### config.mk
export PLATFORM = sky130hd
export DESIGN_NAME = shift_arbiter
export DESIGN_NICKNAME = d
export VERILOG_FILES = /design/src/rtl/shift_arbiter.sv
export SDC_FILE = /design/constraint.sdc
export NUM_CORES = 1
export LEC_CHECK = 0
export CELL_PAD_IN_SITES_DETAIL_PLACEMENT = 0
export CELL_PAD_IN_SITES_GLOBAL_PLACEMENT = 1
export CORE_UTILIZATION = 41
export CTS_BUF_LIST = sky130_fd_sc_hd__clkbuf_2
export DETAILED_ROUTE_END_ITERATION = 8
export GPL_TIMING_DRIVEN = 1
export PLACE_DENSITY = 0.95
export REMOVE_ABC_BUFFERS = 1
export SYNTH_ARGS = -nofsm -noshare
export SYNTH_HDL_FRONTEND = slang
export SYNTH_SLANG_ARGS = --single-unit
export TNS_END_PERCENT = 10
### constraint.sdc
create_clock -name clk -period 2.65 [get_ports clk]
set_input_delay 0.265 -clock clk [delete_from_list [all_inputs] [get_ports clk]]
set_output_delay 0.265 -clock clk [all_outputs]
set_load 0.01 [all_outputs]
### src/rtl/shift_arbiter.sv
// Two-port round-robin front end sharing one 32-bit logical barrel shifter.
// Each accepted request produces one result in a single registered slot with a requester tag.
module shift_arbiter #(
   parameter int WIDTH = 32,
   parameter int SHIFT = $clog2(WIDTH)
) (
   input  logic             clk,
   input  logic             rst,
   input  logic             rq0_valid,
   output logic             rq0_ready,
   input  logic [WIDTH-1:0] rq0_a,
   input  logic [SHIFT-1:0] rq0_b,
   input  logic             rq0_dir,
   input  logic             rq1_valid,
   output logic             rq1_ready,
   input  logic [WIDTH-1:0] rq1_a,
   input  logic [SHIFT-1:0] rq1_b,
   input  logic             rq1_dir,
   output logic             rs_valid,
   input  logic             rs_ready,
   output logic             rs_id,
   output logic [WIDTH-1:0] rs_data
);

   // Handshake: a transfer happens on a rising edge where valid & ready are both high.
   // Request ready may depend on valid; result valid never depends on rs_ready.
   logic             last_grant;
   logic             slot_free;
   logic             grant_any;
   logic             grant_id;
   logic             accept;
   logic [WIDTH-1:0] sh_a;
   logic [SHIFT-1:0] sh_b;
   logic             sh_dir;
   logic [WIDTH-1:0] sh_out;

   assign slot_free = ~rs_valid | rs_ready;

   always_comb begin
      grant_any = 1'b0;
      grant_id  = 1'b0;
      if (rq0_valid && rq1_valid) begin
         grant_any = 1'b1;
         grant_id  = ~last_grant;
      end else if (rq0_valid) begin
         grant_any = 1'b1;
         grant_id  = 1'b0;
      end else if (rq1_valid) begin
         grant_any = 1'b1;
         grant_id  = 1'b1;
      end
   end

   assign accept    = ~rst & slot_free & grant_any;
   assign rq0_ready = accept & ~grant_id;
   assign rq1_ready = accept & grant_id;

   assign sh_a   = grant_id ? rq1_a   : rq0_a;
   assign sh_b   = grant_id ? rq1_b   : rq0_b;
   assign sh_dir = grant_id ? rq1_dir : rq0_dir;

   // Logarithmic shifter: stage i moves the operand by 2**i when bit i of the amount is set.
   always_comb begin
      sh_out = sh_a;
      for (int i = 0; i < SHIFT; i++) begin
         if (sh_b[i]) begin
            sh_out = sh_dir ? (sh_out >> (1 << i)) : (sh_out << (1 << i));
         end
      end
   end

   always_ff @(posedge clk or posedge rst) begin
      if (rst) begin
         rs_valid   <= 1'b0;
         rs_data    <= '0;
         rs_id      <= 1'b0;
         last_grant <= 1'b1;
      end else if (accept) begin
         rs_valid   <= 1'b1;
         rs_data    <= sh_out;
         rs_id      <= grant_id;
         last_grant <= grant_id;
      end else if (rs_ready) begin
         rs_valid   <= 1'b0;
      end
   end

endmodule
==> results.yml <==
status:
  status: "complete, but fails checks"
  violations: "negative setup slack"
routing:
  wl_met1_um: 13500
  drc: 0
  highest-signal-layer: "met5"
  wl_met3_um: 5010
  first_pass_iters: 6
  wirelength_um: 37600
  drt_iter0_drc: 1929
  via_per_inst: 6.97
  ant_nets: 0
  vias: 11000
  wl_per_cell_um: 23.9
  dr_wl_met2_um: 16100
die:
  rows: 48
  fp.dieW_um: 135
  ios: 117
  design.die.area_um2: 18300
  die_h_um: 135
  start_util: 0.420
  core-area_um2: 17400
sta:
  maxSlewViolCount: 0
  finalClockSkew_ns: 0.0234
  hold_violations: 0
  final.setup.tns_ns: -6.14
  worst_pin_slew_ns: 0.754
  min_period_ns: 3.06
  period_share: 1.16
  rsz0062_at_grt: "true"
  setup_viol: 32
  relSlewSlack: 0.496
  fmax_ghz: 0.326
  fin_ws_ns: -0.413
power:
  switching_power_uw: 2140
  intPower_uw: 2450
  p_clk_frac: 0.059
  leakage_uw: 0.00488
  power_frac_seq: 0.164
  power.density_nw_per_um2: 396
  combPwrFrac: 0.777
  swShare: 0.466
  vdd_drop_max_mv: 0.233
setup_path:
  rr_startpoint: "last_grant$_DFFE_PP1P_"
  required_ns: 2.93
  cp-start-kind: "flop"
  reg2regPathDepth: 10
  path_max_fanout: 8
  r2r-end: "rs_data[21]$_DFFE_PP0P_"
  path_class: "reg -> reg"
  end_kind: "flop"
  crit_arrival_ns: 3.35
  r2r_setup_slack_ns: -0.41
grt:
  grt_pass1_wl_um: 54900
  grt_pass1_vias: 10300
  track_usage: 0.385
  grt_start_max_net_pins: 37
  antenna_found_initial: 1
  grt-ovfl-total: 0
final_layout:
  postLayoutCoreUtil: 0.668
  nets: 1428
  diodes: 0
  drive_gt1_frac: 0.354
  nFillCells: 1333
  syn_to_final_growth_pct: 59.1
  final_cell_area_um2: 11600
  multi_input_area_um2: 6440
  regArea_um2: 877
  layoutNonFillerInstCount: 1573
yosys:
  synth-main-ff-cell: "dfrtp_1"
  synthTopCellsByCount: "116 x nand2_1, 107 x mux2i_1, 106 x nor2_1"
  yosysTopAreaCellShare: 0.147
  yosys_warnings: 0
  synth_most_common_cell: "nand2_1"
  ys_async_sr_fraction: 1.00
  ys_ff_latch: 35
  synth_area_leader_cell: "mux2i_1"
  syn-cell-area_um2: 7290
  syn_inst: 998
  postSynthAreaPerCell_um2: 7.30
  synth_edf_count: 0
  ys_seq_area_frac: 0.120
  synth_cell_types: 84
  netlist_top_cells_area: "mux2i_1 15%, dfrtp_1 12%, nand2_1 6.0%"
placed_design:
  numPortBuffers: 116
  gp_congestion: 1.07
  placed_cells: 1542
  pre_cts_slack_ns: -0.763
  place_area_um2: 10600
  hpwl_um: 26700
clocking:
  clkLatencyLatePin_ns: 0.40
  tritoncts: "yes"
  clk_pin_slew_worst_paths_ns: 0.22
  cts_buffer_depth: 2
  cts_buffers: 5
  cts_htree_levels: 2
  cts_sinks: 35
  root_buffer: "clkbuf_2"
  postCtsHoldBufs: 0
job:
  cap_violations: 0
worst_hold_path:
  min_path_type: "in -> async"
==> metal layers <==
layer	vias up	track usage
met3	331	0.0872
li1	4562	-
met1	5036	0.492
met4	2	0.217
met2	1040	0.594
met5	-	0
==> critical path: stages (launching register included) <==
cell and delay, ns:
dfstp_2 0.61, buf_4 0.16, a21bo_4 0.24, buf_6 0.17
nor2_1 0.09, buf_4 0.15, a211oi_2 0.63, nor2_1 0.16
o2111ai_1 0.23, o211ai_1 0.18, a221o_1 0.32
==> worst max path at each step <==
stage / slack, ns / end / startpoint
floorplan: -3.17 / rs_data[19]$_DFFE_PP0P_ / last_grant$_DFFE_PP1P_
global placement: -0.74 / rs_data[28]$_DFFE_PP0P_ / rq1_valid
detailed placement: -0.76 / rs_data[28]$_DFFE_PP0P_ / rq1_valid
CTS: -0.11 / rs_data[14]$_DFFE_PP0P_ / last_grant$_DFFE_PP1P_
global route: -0.42 / rs_data[21]$_DFFE_PP0P_ / last_grant$_DFFE_PP1P_
finish: -0.41 / rs_data[21]$_DFFE_PP0P_ / last_grant$_DFFE_PP1P_
==> cell families (layout without fill, tap and decap cells) <==
group | Yosys count | in the layout | share of synthesized area
AO/OA/AOI/OAI | 371 | 372 | 0.367
buffers and inverters | 106 | 454 | 0.0886
flip-flops | 35 | 35 | 0.120
multiplexers | 138 | 139 | 0.209
AND/OR/NAND/NOR | 348 | 348 | 0.216
==> state kept, by name, indices dropped and copies added (netlist names) <==
register / count
rs_data: 32
last_grant: 1
rs_id: 1
rs_valid: 1
==> layout make-up <==
type / count / share of cell area
Timing Repair Buffer: 439 / 0.339
Inverter: 7 / 0.00227
Clock buffer: 8 / 0.00345
Tap cell: 225 / 0.0243
Multi-Input combinational cell: 859 / 0.555
Sequential cell: 35 / 0.0757
==> power by group through the flow <==
| stage | Sequential, µW | Clock (µW) | Combinational [µW] |
|---|---|---|---|
| 3_3_place_gp | 762 | 0 | 2960 |
| 4_1_cts | 749 | 266 | 3230 |
| 2_1_floorplan | 804 | 0 | 1270 |
| 5_1_grt | 766 | 295 | 3710 |
| 3_5_place_dp | 759 | 0 | 3010 |
| 6_report | 753 | 272 | 3570 |
==> cell usage in the layout, fill, tap and decap left out, types with 9 or more instances in the layout <==
master             n
a211oi_1          39
nand2b_1          21
buf_4            285
clkdlybuf4s50_1  111
a21oi_1           78
mux2i_1           96
a211oi_2          13
o211ai_1          19
mux2i_4           12
nor3_1            26
o21ai_0           35
a21o_1             9
mux2_2            19
nand3_1           21
o21ai_1           15
nor2_1            99
nand2_1          114
buf_12            18
buf_6             17
nor2b_1           14
dfrtp_1           34
==> what timing repair did <==
action,in CTS,in global routing
setup buffers,16,4
setup endpoints to repair,32,32
gates cloned,3,1
pin swaps,24,28
resized for setup,85,71
==> per-stage QoR <==
| stage | hold WS, ns | total power (µW) |
|---|---|---|
| 6_report | 0.305 | 4590 |
| 4_1_cts | 0.325 | 4250 |
| 5_1_grt | 0.347 | 4770 |
| 2_1_floorplan | 0.424 | 2070 |
| 3_3_place_gp | 0.460 | 3720 |
| 3_5_place_dp | 0.475 | 3770 |
Note: power is estimated with default switching activity, not from simulation.
